File: src/rtl/uart_pkg.sv
// Shared UART definitions used by both the transmitter and the receiver.
package uart_pkg;

    localparam int DATA_BITS = 8;

    typedef enum logic [2:0] {
        UART_IDLE   = 3'd0,
        UART_START  = 3'd1,
        UART_DATA   = 3'd2,
        UART_PARITY = 3'd3,
        UART_STOP   = 3'd4
    } uart_state_t;

    // Board clocks per serial bit, truncated; callers must keep the result >= 2.
    function automatic int calc_clks_per_bit(input int clock_rate, input int baud_rate);
        return clock_rate / baud_rate;
    endfunction

endpackage

File: src/rtl/uart_baud_gen.sv
// Bit-period timer: counts 0..CLKS_PER_BIT-1 and flags the last cycle of each bit.
module uart_baud_gen #(
    parameter int CLKS_PER_BIT = 16
) (
    input  logic clk,
    input  logic rst,
    input  logic clear,
    output logic bit_tick
);

    localparam int CW = $clog2(CLKS_PER_BIT);
    localparam logic [CW-1:0] LAST = CW'(CLKS_PER_BIT - 1);

    logic [CW-1:0] count;

    // Free-run while not cleared, wrapping to 0 on every bit boundary.
    always_ff @(posedge clk or posedge rst) begin
        if (rst) begin
            count <= '0;
        end else if (clear || count == LAST) begin
            count <= '0;
        end else begin
            count <= count + CW'(1);
        end
    end

    assign bit_tick = (count == LAST);

endmodule

File: src/rtl/uart_transmitter.sv
// UART transmit path: start bit, 8 data bits LSB first, optional parity, one stop bit.
//
// state  | meaning
// IDLE   | line high, waiting for tx_enable && tx_start
// START  | driving the start bit (0)
// DATA   | driving shift[0], one data bit per bit period
// PARITY | driving the latched parity bit
// STOP   | driving the stop bit (1); done pulses when it ends
module uart_transmitter
    import uart_pkg::*;
#(
    parameter int CLOCK_RATE = 100000000,
    parameter int BAUD_RATE  = 9600
) (
    input  logic                 clk,
    input  logic                 rst,
    input  logic                 tx_enable,
    input  logic                 tx_start,
    input  logic [DATA_BITS-1:0] tx_data_in,
    input  logic                 parity_en,
    input  logic                 parity_odd,
    output logic                 txd,
    output logic                 busy,
    output logic                 done
);

    localparam int CLKS_PER_BIT = calc_clks_per_bit(CLOCK_RATE, BAUD_RATE);

    localparam logic [2:0] S_IDLE   = UART_IDLE;
    localparam logic [2:0] S_START  = UART_START;
    localparam logic [2:0] S_DATA   = UART_DATA;
    localparam logic [2:0] S_PARITY = UART_PARITY;
    localparam logic [2:0] S_STOP   = UART_STOP;

    localparam logic [2:0] LAST_BIT = 3'(DATA_BITS - 1);

    logic [2:0]           state;
    logic [DATA_BITS-1:0] shift;
    logic [2:0]           bit_idx;
    logic                 par_en;
    logic                 par_bit;
    logic                 bit_tick;

    // The baud counter is held at 0 in IDLE, so the accept edge starts a fresh bit period.
    uart_baud_gen #(
        .CLKS_PER_BIT(CLKS_PER_BIT)
    ) u_baud_gen (
        .clk     (clk),
        .rst     (rst),
        .clear   (state == S_IDLE),
        .bit_tick(bit_tick)
    );

    // Frame sequencer; every output is registered so txd moves one cycle after its decision.
    always_ff @(posedge clk or posedge rst) begin
        if (rst) begin
            state   <= S_IDLE;
            shift   <= '0;
            bit_idx <= '0;
            par_en  <= 1'b0;
            par_bit <= 1'b0;
            txd     <= 1'b1;
            busy    <= 1'b0;
            done    <= 1'b0;
        end else begin
            done <= 1'b0;
            case (state)
                S_IDLE: begin
                    if (tx_enable && tx_start) begin
                        shift   <= tx_data_in;
                        par_en  <= parity_en;
                        // Parity is fixed at accept so later input changes cannot disturb it.
                        par_bit <= (^tx_data_in) ^ parity_odd;
                        bit_idx <= '0;
                        txd     <= 1'b0;
                        busy    <= 1'b1;
                        state   <= S_START;
                    end
                end
                S_START: begin
                    if (bit_tick) begin
                        txd   <= shift[0];
                        shift <= {1'b0, shift[DATA_BITS-1:1]};
                        state <= S_DATA;
                    end
                end
                S_DATA: begin
                    if (bit_tick) begin
                        if (bit_idx == LAST_BIT) begin
                            if (par_en) begin
                                txd   <= par_bit;
                                state <= S_PARITY;
                            end else begin
                                txd   <= 1'b1;
                                state <= S_STOP;
                            end
                        end else begin
                            bit_idx <= bit_idx + 3'd1;
                            txd     <= shift[0];
                            shift   <= {1'b0, shift[DATA_BITS-1:1]};
                        end
                    end
                end
                S_PARITY: begin
                    if (bit_tick) begin
                        txd   <= 1'b1;
                        state <= S_STOP;
                    end
                end
                S_STOP: begin
                    if (bit_tick) begin
                        busy  <= 1'b0;
                        done  <= 1'b1;
                        state <= S_IDLE;
                    end
                end
                default: begin
                    txd   <= 1'b1;
                    busy  <= 1'b0;
                    state <= S_IDLE;
                end
            endcase
        end
    end

endmodule

File: config.mk
export PLATFORM = sky130hd
export DESIGN_NAME = uart_transmitter
export DESIGN_NICKNAME = d
export VERILOG_FILES = /design/src/rtl/uart_pkg.sv /design/src/rtl/uart_baud_gen.sv /design/src/rtl/uart_transmitter.sv
export SDC_FILE = /design/constraint.sdc
export NUM_CORES = 1
export LEC_CHECK = 0
export ABC_AREA = 1
export ABC_CLOCK_PERIOD_IN_PS = 2400
export CORE_MARGIN = 2
export CORE_UTILIZATION = 30
export DETAILED_ROUTE_END_ITERATION = 12
export PLACE_DENSITY = 0.47
export SLEW_MARGIN = 40
export SYNTH_ARGS = -nofsm -noshare
export SYNTH_HDL_FRONTEND = slang
export SYNTH_HIERARCHICAL = 1
export SYNTH_SLANG_ARGS = --single-unit
File: constraint.sdc
create_clock -name clk -period 2.4 [get_ports clk]
set_input_delay 0.36 -clock clk [delete_from_list [all_inputs] [get_ports clk]]
set_output_delay 0.36 -clock clk [all_outputs]
set_load 0.01 [all_outputs]
After elaboration in Yosys (flattened, before gate mapping)
Index checks and enable logic that the tools add are counted.
{"block": "op_classes", "muxes": 30, "bitwise_logic": 3, "addsub": 2, "n_eq_ne": 13, "n_reduce_logical": 13}
{"cell": "8-bit 2-to-1 mux", "n": 4}
{"cell": "3-bit 2-to-1 mux", "n": 10}
{"cell": "8-bit one-hot mux with 3 select lines", "n": 1}
{"cell": "3-bit one-hot mux with 5 select lines", "n": 1}
{"cell": "14-bit by 1-bit adder with 14-bit output, second input constant", "n": 1}
{"cell": "14-bit == test, second input constant", "n": 1}
{"cell": "14-bit 2-to-1 mux", "n": 1}
{"cell": "2-bit != test, second input constant", "n": 7}
{"cell": "1-bit 2-to-1 mux", "n": 10}
{"cell": "5-bit AND reduction", "n": 2}
{"cell": "8-bit XOR reduction", "n": 1}
{"cell": "3-bit by 2-bit == test with 1-bit output, second input constant", "n": 2}
{"cell": "3-bit == test, second input constant", "n": 2}
{"cell": "3-bit one-hot mux with 2 select lines", "n": 1}
{"cell": "6-bit AND reduction", "n": 1}
{"cell": "1-bit one-hot mux with 5 select lines", "n": 1}
{"cell": "4-bit AND reduction", "n": 1}
{"cell": "3-bit by 1-bit adder with 3-bit output, second input constant", "n": 1}
{"cell": "3-bit by 1-bit == test with 1-bit output, second input constant", "n": 1}
{"cell": "3-bit logical NOT", "n": 1}
{"cell": "1-bit one-hot mux with 3 select lines", "n": 1}
{"cell": "3-bit AND reduction", "n": 1}
{"cell": "3-bit nonzero test", "n": 1}
{"cell": "3-bit OR reduction", "n": 1}
{"cell": "6 further kinds", "n": 7}
{"block": "word_totals", "word_cells": 70, "input_bits": 14, "reg_bits": 33, "output_inout_bits": 3}

Longest topological paths before layout
{"block": "logic_depth", "ltp_word": 4, "mapped_depth": 11, "mapped_depth_nobuf": 11}

Hierarchy
Netlist, hierarchy kept.
{"mod": "uart_transmitter", "area_per_inst_um2": 1231.2, "n_inst": 1, "cells_each": 180}
{"mod": "uart_baud_gen", "area_per_inst_um2": 809.5, "n_inst": 1, "cells_each": 111}

Least setup slack after synthesis
No wires, ideal clock.
{"block": "synth_path", "kind": "register to register", "startpoint": "register u_baud_gen.count[0]", "endpoint": "register shift[7]", "path_buffers": 0, "path_stages_with_launch": 10, "slack_ns": 0.653, "period_less_slack_ns": 1.747, "setup_time_ns": 0.076, "arrival_time_ns": 1.671, "path_cell_list": "dfrtp_1 ha_1 nand3_2 nor3_1 inv_1 nand2_1 nand3_4 nor2_4 nand2_1 o21ai_1"}
{"block": "synth_via", "elab_chain_cells": 3, "elab_cells_between_ends": 4, "classes_between": "eq/ne: 3; reduce/logical: 1"}
{"element": "start: declaration", "line_no": "uart_baud_gen.sv:14", "rtl": "logic [CW-1:0] count;"}
{"element": "start signal: assignment", "line_no": "uart_baud_gen.sv:23", "rtl": "count <= count + CW'(1);"}
{"element": "14-bit == test (*)", "line_no": "uart_baud_gen.sv:27", "rtl": "assign bit_tick = (count == LAST);"}
{"element": "net bit_tick", "line_no": "uart_transmitter.sv:42", "rtl": "logic bit_tick;"}
{"element": "2-bit != test (no source line)"}
{"element": "5-bit AND reduction (no source line) (*)"}
{"element": "end signal: assignment", "line_no": "uart_transmitter.sv:70", "rtl": "shift <= tx_data_in;"}
{"element": "end signal: assignment", "line_no": "uart_transmitter.sv:83", "rtl": "shift <= {1'b0, shift[DATA_BITS-1:1]};"}
{"element": "end signal: assignment", "line_no": "uart_transmitter.sv:100", "rtl": "shift <= {1'b0, shift[DATA_BITS-1:1]};"}
{"element": "end: declaration", "line_no": "uart_transmitter.sv:38", "rtl": "logic [DATA_BITS-1:0] shift;"}
The timed path passes the listed nets; every way through them passes the cells marked *.
A chain may end at the register's enable or synchronous reset.

Final worst setup path
{"block": "layout_path", "startpoint": "register u_baud_gen.count[0]", "endpoint": "register shift[6]"}
The elaborated chain is that of the path after synthesis.

==> reports/metrics.yaml <==
run_status:
  status: "completed"
global_routing:
  grt_pass1_wl_microns: 7840
  gr-usage-all-layers_pct: 13.3
  grt_max_degree: 20
  grt_pass1_vias: 1776
  antenna_found_initial: 0
  grt.overflow.total: 0
floorplan:
  fp-row-count: 30
  die_area_sq_mm: 0.00748
  die_x_microns: 86.5
  start_util_pct: 30.5
  die_y_microns: 86.5
  ios: 17
  core-area_sq_mm: 0.00668
timing:
  setup_tns_ps: 0
  hold_viol: 0
  slew_headroom_pct: 62.3
  clock-skew-final_ps: 6.71
  setup_violations: 0
  rsz0062_at_grt: "false"
  slew_violations: 0
  maxClockFrequency_mhz: 481
  timing.final.ws_setup_ps: 320
  tightest_slew_ps: 565
  period_minus_slack_ps: 2080
  fin_crit_sh_pct: 86.7
clock_tree:
  clkTransAtPathRegs_ps: 70
  cts_root_buf: "clkbuf_8"
  postCtsSetupBuffers: 0
  cts_hold_buf: 0
  numCtsBuffers: 5
  clockBufferDepth: 2
  ctsResizeCount: 0
  cts.sinks: 33
  clock_latency_ps: 280
  htree_levels: 2
  cts_tree: "done"
power_and_ir_drop:
  comb_power_share_pct: 7.0
  switching_share_pct: 23.8
  ir_worst_vdd_uv: 151
  switchingPower_mw: 0.247
  leakage_nw: 1.16
  clkPwrFrac_pct: 39.1
  internal_power_mw: 0.792
  seqPwrFrac_pct: 53.9
  power_density_mw_per_mm2: 439
setup_path:
  worstSetupEndpointType: "flip-flop"
  critPathLaunch: "u_baud_gen/count[0]"
  startpoint_type: "flip-flop"
  critPathArrivalTime_ps: 2310
  worstPathMaxFanout: 9
  r2r_start: "u_baud_gen/count[0]"
  critPathKind: "reg -> reg"
  cp.required_ps: 2630
cells_and_area:
  n_antenna_cell: 0
  nNetsFinal: 330
  stdcell_count: 393
  drive_above_1_share_pct: 8.31
  fillCellCount: 719
  area_growth_pct: 15.9
  fin_area_sq_mm: 0.00236
routing:
  viasPerCell: 4.52
  routed_wl_microns: 4400
  drc: 0
  post_drt_wl_per_cell_microns: 11.2
  drt_iter0_markers: 47
  drtAntennaViolNets: 0
  vias: 1776
  firstDrtPassIters: 4
worst_hold_path:
  min_path_type: "in -> async"
place:
  io_buffer_count: 16
  placed_cell_area_sq_mm: 0.00228
  dp.cells: 385
  post-place-ws_ps: 310
  gp_congestion: 0.810
  place_hpwl_microns: 3400
logic_synthesis:
  ys_top_cells_by_area: "dfrtp_1, nand2_1, nor2_1"
  syn_area_per_cell_sq_um: 7.01
  synth_seq_area_share_pct: 40.5
  postSynthCellCount: 291
  ys_seq_elements: 33
  yosys.area.top_type: "dfrtp_1"
  synth_nets: 309
  synth_area_sq_mm: 0.00204
  yosysWarnings: 6
  synth.distinct_cells: 27
  synth_top_area_share_pct: 39.2
run:
  cap_violations: 0
-- power by group through the flow --
stage	Clock (mW)	Sequential, mW	Combinational [mW]
after global placement	0	0.570	0.0725
after global routing	0.450	0.560	0.0851
after detailed placement	0	0.570	0.0746
after CTS	0.428	0.559	0.0748
final	0.406	0.560	0.0726
after floorplan	0	0.570	0.0388
-- per-stage QoR --
step / util (%) / power [mW] / hold WS (ps)
after floorplan: - / 0.609 / 249
after global placement: 34.2 / 0.643 / 476
after detailed placement: 34.2 / 0.645 / 487
after CTS: 35.4 / 1.06 / 474
after global routing: 35.4 / 1.10 / 475
final: 35.4 / 1.04 / 412
-- cells in the mapped netlist (all sizes together) --
| cell type | count |
|---|---|
| nand2 | 103 |
| o21ai | 24 |
| inv | 39 |
| dfstp | 1 |
| o31ai | 1 |
| nand3 | 19 |
| ha | 4 |
| nand4 | 5 |
| a21oi | 4 |
| nor2 | 43 |
| dfrtp | 32 |
| xnor2 | 4 |
| xor2 | 5 |
| nor3 | 4 |
| or2 | 1 |
| buf | 2 |
-- per-layer routing --
layer  up-vias  GRT usage [%]  part of all wire [%]
met5         -              0                     0
met1       796           15.9                    46
li1        950              -                     -
met3         6           3.43                   2.8
met2        24           23.4                    49
met4         0           4.12                   1.4
-- final timing paths --
| path | endpoint | slack (ps) | cells after the start |
|---|---|---|---|
| worst min register to register | txd | 500 | 2 |
| max in group asynchronous | u_baud_gen/count[3] | 1550 | 2 |
| min in group clk | txd | 500 | 2 |
| worst max register to register | shift[6] | 320 | 9 |
| worst max-delay path | shift[6] | 320 | 9 |
| worst min-delay path | done | 410 | 2 |
-- worst max-delay path: stages, from the launching register on --
cell     delay [ps]
dfrtp_1         430
ha_1            190
nand3_2         100
nor3_1          460
inv_1           190
nand2_4         110
nand3_2         150
nor2_4          240
nand2_1          90
nand2_1          70
-- state kept, by name, indices dropped and copies added, names as in the netlist --
register          cells
state                 3
txd                   1
bit_idx               3
par_en                1
shift                 8
u_baud_gen/count     14
par_bit               1
busy                  1
done                  1
-- cell families after synthesis --
| logic type | count (synthesis) | synth area share [%] |
|---|---|---|
| XOR/XNOR | 9 | 3.86 |
| AND/OR/NAND/NOR | 175 | 37.6 |
| adder cells (fa/ha/maj) | 4 | 2.45 |
| buffers and inverters | 41 | 8.09 |
| AO/OA/AOI/OAI | 29 | 7.42 |
| flip-flops | 33 | 40.5 |
-- cells in the final DEF (no fill, tap or decap) --
cell type and n:
a21oi_1 4, clkbuf_1 1, clkbuf_8 5, clkdlybuf4s50_1 16, clkinv_2 2, dfrtp_1 32
dfstp_2 1, ha_1 4, inv_1 35, inv_2 4, nand2_1 101, nand2_2 1
nand2_4 1, nand3_1 16, nand3_2 2, nand3_4 1, nand4_1 5, nor2_1 37
nor2_2 3, nor2_4 3, nor3_1 3, nor3_2 1, o21ai_0 22, o21ai_1 1
o21ai_2 1, o31ai_1 1, or2_2 1, xnor2_1 4, xor2_1 5
-- layout make-up --
class                      count  area, sq um  share of cell area, %
clock inverter                 2         10.0                  0.423
tap                           80          100                   4.23
clock buffer                   6         72.6                   3.07
multi-input combinational    217         1050                   44.3
timing repair buffer          16          160                   6.77
inverter                      39          146                   6.19
sequential                    33          827                   35.0
Power figures use the tool's default switching activity.
==> RTL change 1, RTL diff (config.mk and constraints unchanged) <==
Add an input register stage for `tx_enable`, `tx_start`, `tx_data_in`, `parity_en` and `parity_odd`, cleared by the reset; this delays them by one clock.
--- a/src/rtl/uart_transmitter.sv
+++ b/src/rtl/uart_transmitter.sv
@@ -35,4 +35,26 @@
     localparam logic [2:0] LAST_BIT = 3'(DATA_BITS - 1);
 
+    logic tx_enable_q;
+    logic tx_start_q;
+    logic [DATA_BITS-1:0] tx_data_q;
+    logic parity_en_q;
+    logic parity_odd_q;
+
+    always_ff @(posedge clk or posedge rst) begin
+        if (rst) begin
+            tx_enable_q  <= '0;
+            tx_start_q   <= '0;
+            tx_data_q    <= '0;
+            parity_en_q  <= '0;
+            parity_odd_q <= '0;
+        end else begin
+            tx_enable_q  <= tx_enable;
+            tx_start_q   <= tx_start;
+            tx_data_q    <= tx_data_in;
+            parity_en_q  <= parity_en;
+            parity_odd_q <= parity_odd;
+        end
+    end
+
     logic [2:0]           state;
     logic [DATA_BITS-1:0] shift;
@@ -67,9 +89,9 @@
             case (state)
                 S_IDLE: begin
-                    if (tx_enable && tx_start) begin
-                        shift   <= tx_data_in;
-                        par_en  <= parity_en;
+                    if (tx_enable_q && tx_start_q) begin
+                        shift   <= tx_data_q;
+                        par_en  <= parity_en_q;
                         // Parity is fixed at accept so later input changes cannot disturb it.
-                        par_bit <= (^tx_data_in) ^ parity_odd;
+                        par_bit <= (^tx_data_q) ^ parity_odd_q;
                         bit_idx <= '0;
                         txd     <= 1'b0;
Check against the original RTL: not equivalent (Yosys sat finds a counterexample within 4 cycles, from zero or initial values and one cycle with rst high).
==> RTL change 1 against the unedited design <==
- synthesized area up 19%
- via count increased by 4.1%
- cell count rose by 8.4%
- setup slack got worse by 0.0062 ns
- routed wire length up 6.9%
- first-iteration DRC count grew 140%
- critical path depth up 1
- sequential cell count increased by 12
- final area grew 19%
- highest routed layer unchanged
Power is not compared: it rests on default switching activity, and its combinational part moved more than twofold at a synthesized area within 25%.
==> RTL change 1: results (changes against the unedited design) <==
----------------------------------------------------
[Cells and area]
  Largest registers ... u_baud_gen/count x14, shift x8, tx_data_q x8
  Share of final-layout standard cells stronger than drive strength 1 ... 0.1173 (+0.03422)
  Nets ... 341 (+3.3%)
  Fillers ... 833 (+16%)

[Place]
  Detailed placement HPWL ... 3460 um (+1.7%)
  Final weighted congestion in routability-driven placement ... 0.8964 (+11%)
  Cell Count Post-Placement ... 418 (+8.6%)
  Pre-CTS worst setup slack ... 0.2954 ns (-0.01466 ns)
  Placed Area ... 2688 um^2 (+18%)

[STA]
  Highest clock frequency the design can meet ... 0.4794 GHz (-0.30%)
  Worst slack on hold paths ... 0.4486 ns (+0.03710 ns)
  Worst clock skew on the final layout ... 0.005685 ns (-0.001026 ns)
  Tightest Pin Transition ... 0.5738 ns (+0.008785 ns)

[Clock network]
  Clock network latency to the later pin of the worst-skew pair ... 0.30 ns (+0.02 ns)

[Status]
  Outcome ... complete, no violations

[Logic synthesis]
  Synth Net Count ... 319 (+3.2%)
  Most instantiated cells after synthesis ... sky130_fd_sc_hd__nand2_1 (98), sky130_fd_sc_hd__dfrtp_1 (44), sky130_fd_sc_hd__nor2_1 (35), sky130_fd_sc_hd__inv_1 (32), sky130_fd_sc_hd__nand3_1 (28)
  Top post-synthesis cells by area ... sky130_fd_sc_hd__dfrtp_1 (46%), sky130_fd_sc_hd__nand2_1 (15%), sky130_fd_sc_hd__nand3_1 (5.8%)
  Mean Syn Cell Area ... 8.035 um^2 (+15%)
  Sequential share of the synthesized area ... 0.4661 (+0.06084)

[Worst setup path]
  Crit-path slowest cell ... sky130_fd_sc_hd__dfrtp_1
  Crit path largest cell delay ... 0.43 ns (-0.03 ns)
  Arrival time at the worst endpoint ... 2.28 ns (-0.03 ns)

[Drt]
  Routed metal-1 wire length ... 2379 um (+17%)
  WL met3 ... 180 um (+44%)
  Routed length on met2 ... 2037 um (-6.0%)

[Global routing]
  Pin count of the biggest net entering global routing ... 32 (+60%)
  Vias in the first global route ... 1773 (-0.17%)
  Met3 Use GR ... 0.02568 (-0.008604)
  Met2 demand-to-capacity share in global routing ... 0.1726 (-0.06095)
  GRT Overall Usage ... 0.1188 (-0.01420)
  Met1 usage ... 0.1684 (+0.009598)

----------------------------------------------------
## RTL change 1: cell types whose count changed in the layout (fill, tap and decap cells not counted), sizes merged, moves of 2 or more
| cell | delta |
|---|---|
| dfrtp | +12 |
| nand3 | +12 |
| o21ai | -9 |
| inv | -3 |
| a21oi | -2 |
| clkinv | -2 |
## RTL change 1: power by group through the flow
| stage | sequential (mW) | clock (mW) | combinational [mW] |
|---|---|---|---|
| CTS | 1.07 | 0.625 | 1.19 |
| global route | 1.09 | 0.650 | 1.35 |
| floorplan | 1.06 | 0 | 1.00 |
| detailed placement | 1.08 | 0 | 1.19 |
| finish | 1.07 | 0.597 | 1.18 |
| global placement | 1.08 | 0 | 1.18 |
## RTL change 1: cell families (layout without fill, tap and decap cells)
logic type / after synthesis / count (layout) / share of synthesized area
AO/OA/AOI/OAI: 18 / 18 / 0.05794
XOR/XNOR: 10 / 10 / 0.03621
adder cells (fa/ha/maj): 4 / 4 / 0.02069
buffers and inverters: 38 / 61 / 0.06777
flip-flops: 45 / 45 / 0.4661
AND/OR/NAND/NOR: 186 / 186 / 0.3513
## RTL change 1: path summary, 6_finish.rpt
check | startpoint | endpoint | cells after the start
max reg2reg | u_baud_gen/count[0] | shift[7] | 10
max | u_baud_gen/count[0] | shift[7] | 10
min in group clk | parity_en_q | par_en | 2
max in group asynchronous | rst | u_baud_gen/count[6] | 2
min | rst | u_baud_gen/count[4] | 2
min reg2reg | parity_en_q | par_en | 2
## RTL change 1: final cells by class
type	instances	area, um^2	area share
repair buffers	17	167.7	0.05979
clock inverters	1	30.03	0.01071
well taps	102	127.6	0.04552
multi-input cells	218	1127	0.4021
inverters	36	137.6	0.04909
clock buffers	7	86.33	0.03079
flip-flops and latches	45	1127	0.4021
==> RTL change 2, RTL diff (config.mk and constraints unchanged) <==
Made on the original files. `CLOCK_RATE`: 100000000 -> 50000000.
--- a/src/rtl/uart_transmitter.sv
+++ b/src/rtl/uart_transmitter.sv
@@ -10,5 +10,5 @@
     import uart_pkg::*;
 #(
-    parameter int CLOCK_RATE = 100000000,
+    parameter int CLOCK_RATE = 50000000,
     parameter int BAUD_RATE  = 9600
 ) (
Function: no difference found for any inputs over 10 cycles, from zero or initial values and one cycle with rst high; that may be too few to reach the edited logic, so the function may still have changed.
==> RTL change 2 against the unedited design <==
- sequential cell count shrank 1
- non-clock buffer count grew 1
- critical path depth grew 2
- setup slack gained 0.089 ns
- global-route usage shrank 0.22 points
- final area shrank 1.5%
- maximum frequency grew 4.5%
- synthesized cell count shrank 4.1%
- clock skew shrank 0.0023 ns
- routed wire length shrank 5.0%
- total power grew 1.3%
- synthesized area shrank 1.9%
- critical path type unchanged
- highest routed layer unchanged
==> RTL change 2: results (changes against the unedited design) <==
----------------------------------------------------
[Status]
  Outcome ... complete, no violations

[Place]
  Detailed placement HPWL ... 3225 um (-5.2%)
  Final weighted congestion in routability-driven placement ... 0.7671 (-5.3%)

[STA]
  Worst rel slew slack ... 0.6549 (+0.03203)
  Worst clock skew on the final layout ... 0.004409 ns (-0.002302 ns)

[Drt]
  Via count ... 1690 (-4.8%)
  Number of design-rule violations left by the first detailed-router iteration ... 65 (+38%)
  WL met3 ... 169 um (+35%)
  Routed WL ... 4175 um (-5.0%)
  Routed length on met2 ... 1777 um (-18%)

[Cells and area]
  Share of final-layout standard cells stronger than drive strength 1 ... 0.1192 (+0.03614)
  Sequential portion of the cell area ... 0.3444 (-0.005296)
  Largest registers ... u_baud_gen/count x13, shift x8
  Area of the multi-input gates ... 1026 um^2 (-2.1%)
  Clock buf count ... 8 (+2)
  Fillers ... 703 (-2.2%)
  Portion of the layout cell area used by clock cells ... 0.03869 (+0.003768)
  Non-clk buf share ... 0.07200 (+0.004280)
  Post-route insts no fill ... 379 (-3.6%)
  Number of buffers other than clock buffers in the final layout ... 17 (+1)
  Multi-input gates ... 206 (-5.1%)
  Nets ... 318 (-3.6%)

[Global routing]
  Met2 demand-to-capacity share in global routing ... 0.2024 (-0.03115)
  Global-route wire length before repair ... 7603 um (-3.0%)
  Met1 usage ... 0.1789 (+0.02010)
  GRT Overall Usage ... 0.1308 (-0.002184)
  Met3 Use GR ... 0.02984 (-0.004449)

[Worst setup path]
  Arrival time at the worst endpoint ... 2.21 ns (-0.10 ns)
  Worst R2R End ... shift[7]
  Setup slack on the worst flop-to-flop path ... 0.41 ns (+0.09 ns)

[Logic synthesis]
  Mean Syn Cell Area ... 7.175 um^2 (+2.3%)
  Synth Net Count ... 296 (-4.2%)
  Sequential share of the synthesized area ... 0.4006 (-0.004648)
  Most instantiated cells after synthesis ... sky130_fd_sc_hd__nand2_1 (99), sky130_fd_sc_hd__inv_1 (36), sky130_fd_sc_hd__dfrtp_1 (31), sky130_fd_sc_hd__nor2_1 (22), sky130_fd_sc_hd__o21ai_0 (22)
  Top post-synthesis cells by area ... sky130_fd_sc_hd__dfrtp_1 (39%), sky130_fd_sc_hd__nand2_1 (19%), sky130_fd_sc_hd__inv_1 (6.8%)

[Clock network]
  Clock Sinks ... 32 (-3.0%)

[Pwr]
  Worst voltage drop across the vdd grid ... 0.0001758 V (+16%)
  Leakage power ... 1.141 nW (-1.8%)

----------------------------------------------------
-- RTL change 2: stage by stage --
stage          power (mW)  area (um^2)  setup slack, ns
5_1_grt             1.109         2328           0.1396
2_1_floorplan      0.5913         2002           0.6643
3_5_place_dp       0.6281         2238           0.4274
6_report            1.052         2328           0.4095
4_1_cts             1.069         2328           0.4003
3_3_place_gp       0.6275         2238           0.4602
-- RTL change 2: cell families after synthesis --
kind of cell | synth area share
compound gates | 0.07812
xor+xnor | 0.03938
fa+ha+maj | 0.01875
buf+inv | 0.08688
flops | 0.4006
simple gates | 0.3763
-- RTL change 2: power breakdown --
group	switching, mW	total (mW)	internal (mW)
clock network	0.203	0.437	0.234
registers	0.00140	0.543	0.541
logic	0.0391	0.0727	0.0336
total	0.243	1.05	0.809
-- RTL change 2: worst min-delay path by stage --
| stage | from | end | slack (ns) | depth (start not counted) |
|---|---|---|---|---|
| final | rst | shift[2] | 0.46 | 3 |
| after global routing | rst | busy | 0.49 | 3 |
| after CTS | rst | shift[1] | 0.48 | 3 |
| after detailed placement | txd | txd | 0.47 | 2 |
| after global placement | par_bit | par_bit | 0.48 | 2 |
| after floorplan | rst | u_baud_gen/count[0] | 0.24 | 1 |
-- RTL change 2: critical path: stages (launching register included) --
cell	delay, ns
sky130_fd_sc_hd__dfrtp_1	0.43
sky130_fd_sc_hd__ha_1	0.29
sky130_fd_sc_hd__nand2_2	0.10
sky130_fd_sc_hd__nor2_2	0.13
sky130_fd_sc_hd__nand3_2	0.12
sky130_fd_sc_hd__inv_1	0.13
sky130_fd_sc_hd__inv_1	0.10
sky130_fd_sc_hd__nand2_1	0.14
sky130_fd_sc_hd__nand3_4	0.13
sky130_fd_sc_hd__nor2_4	0.21
sky130_fd_sc_hd__nand2_1	0.07
sky130_fd_sc_hd__o21ai_1	0.07
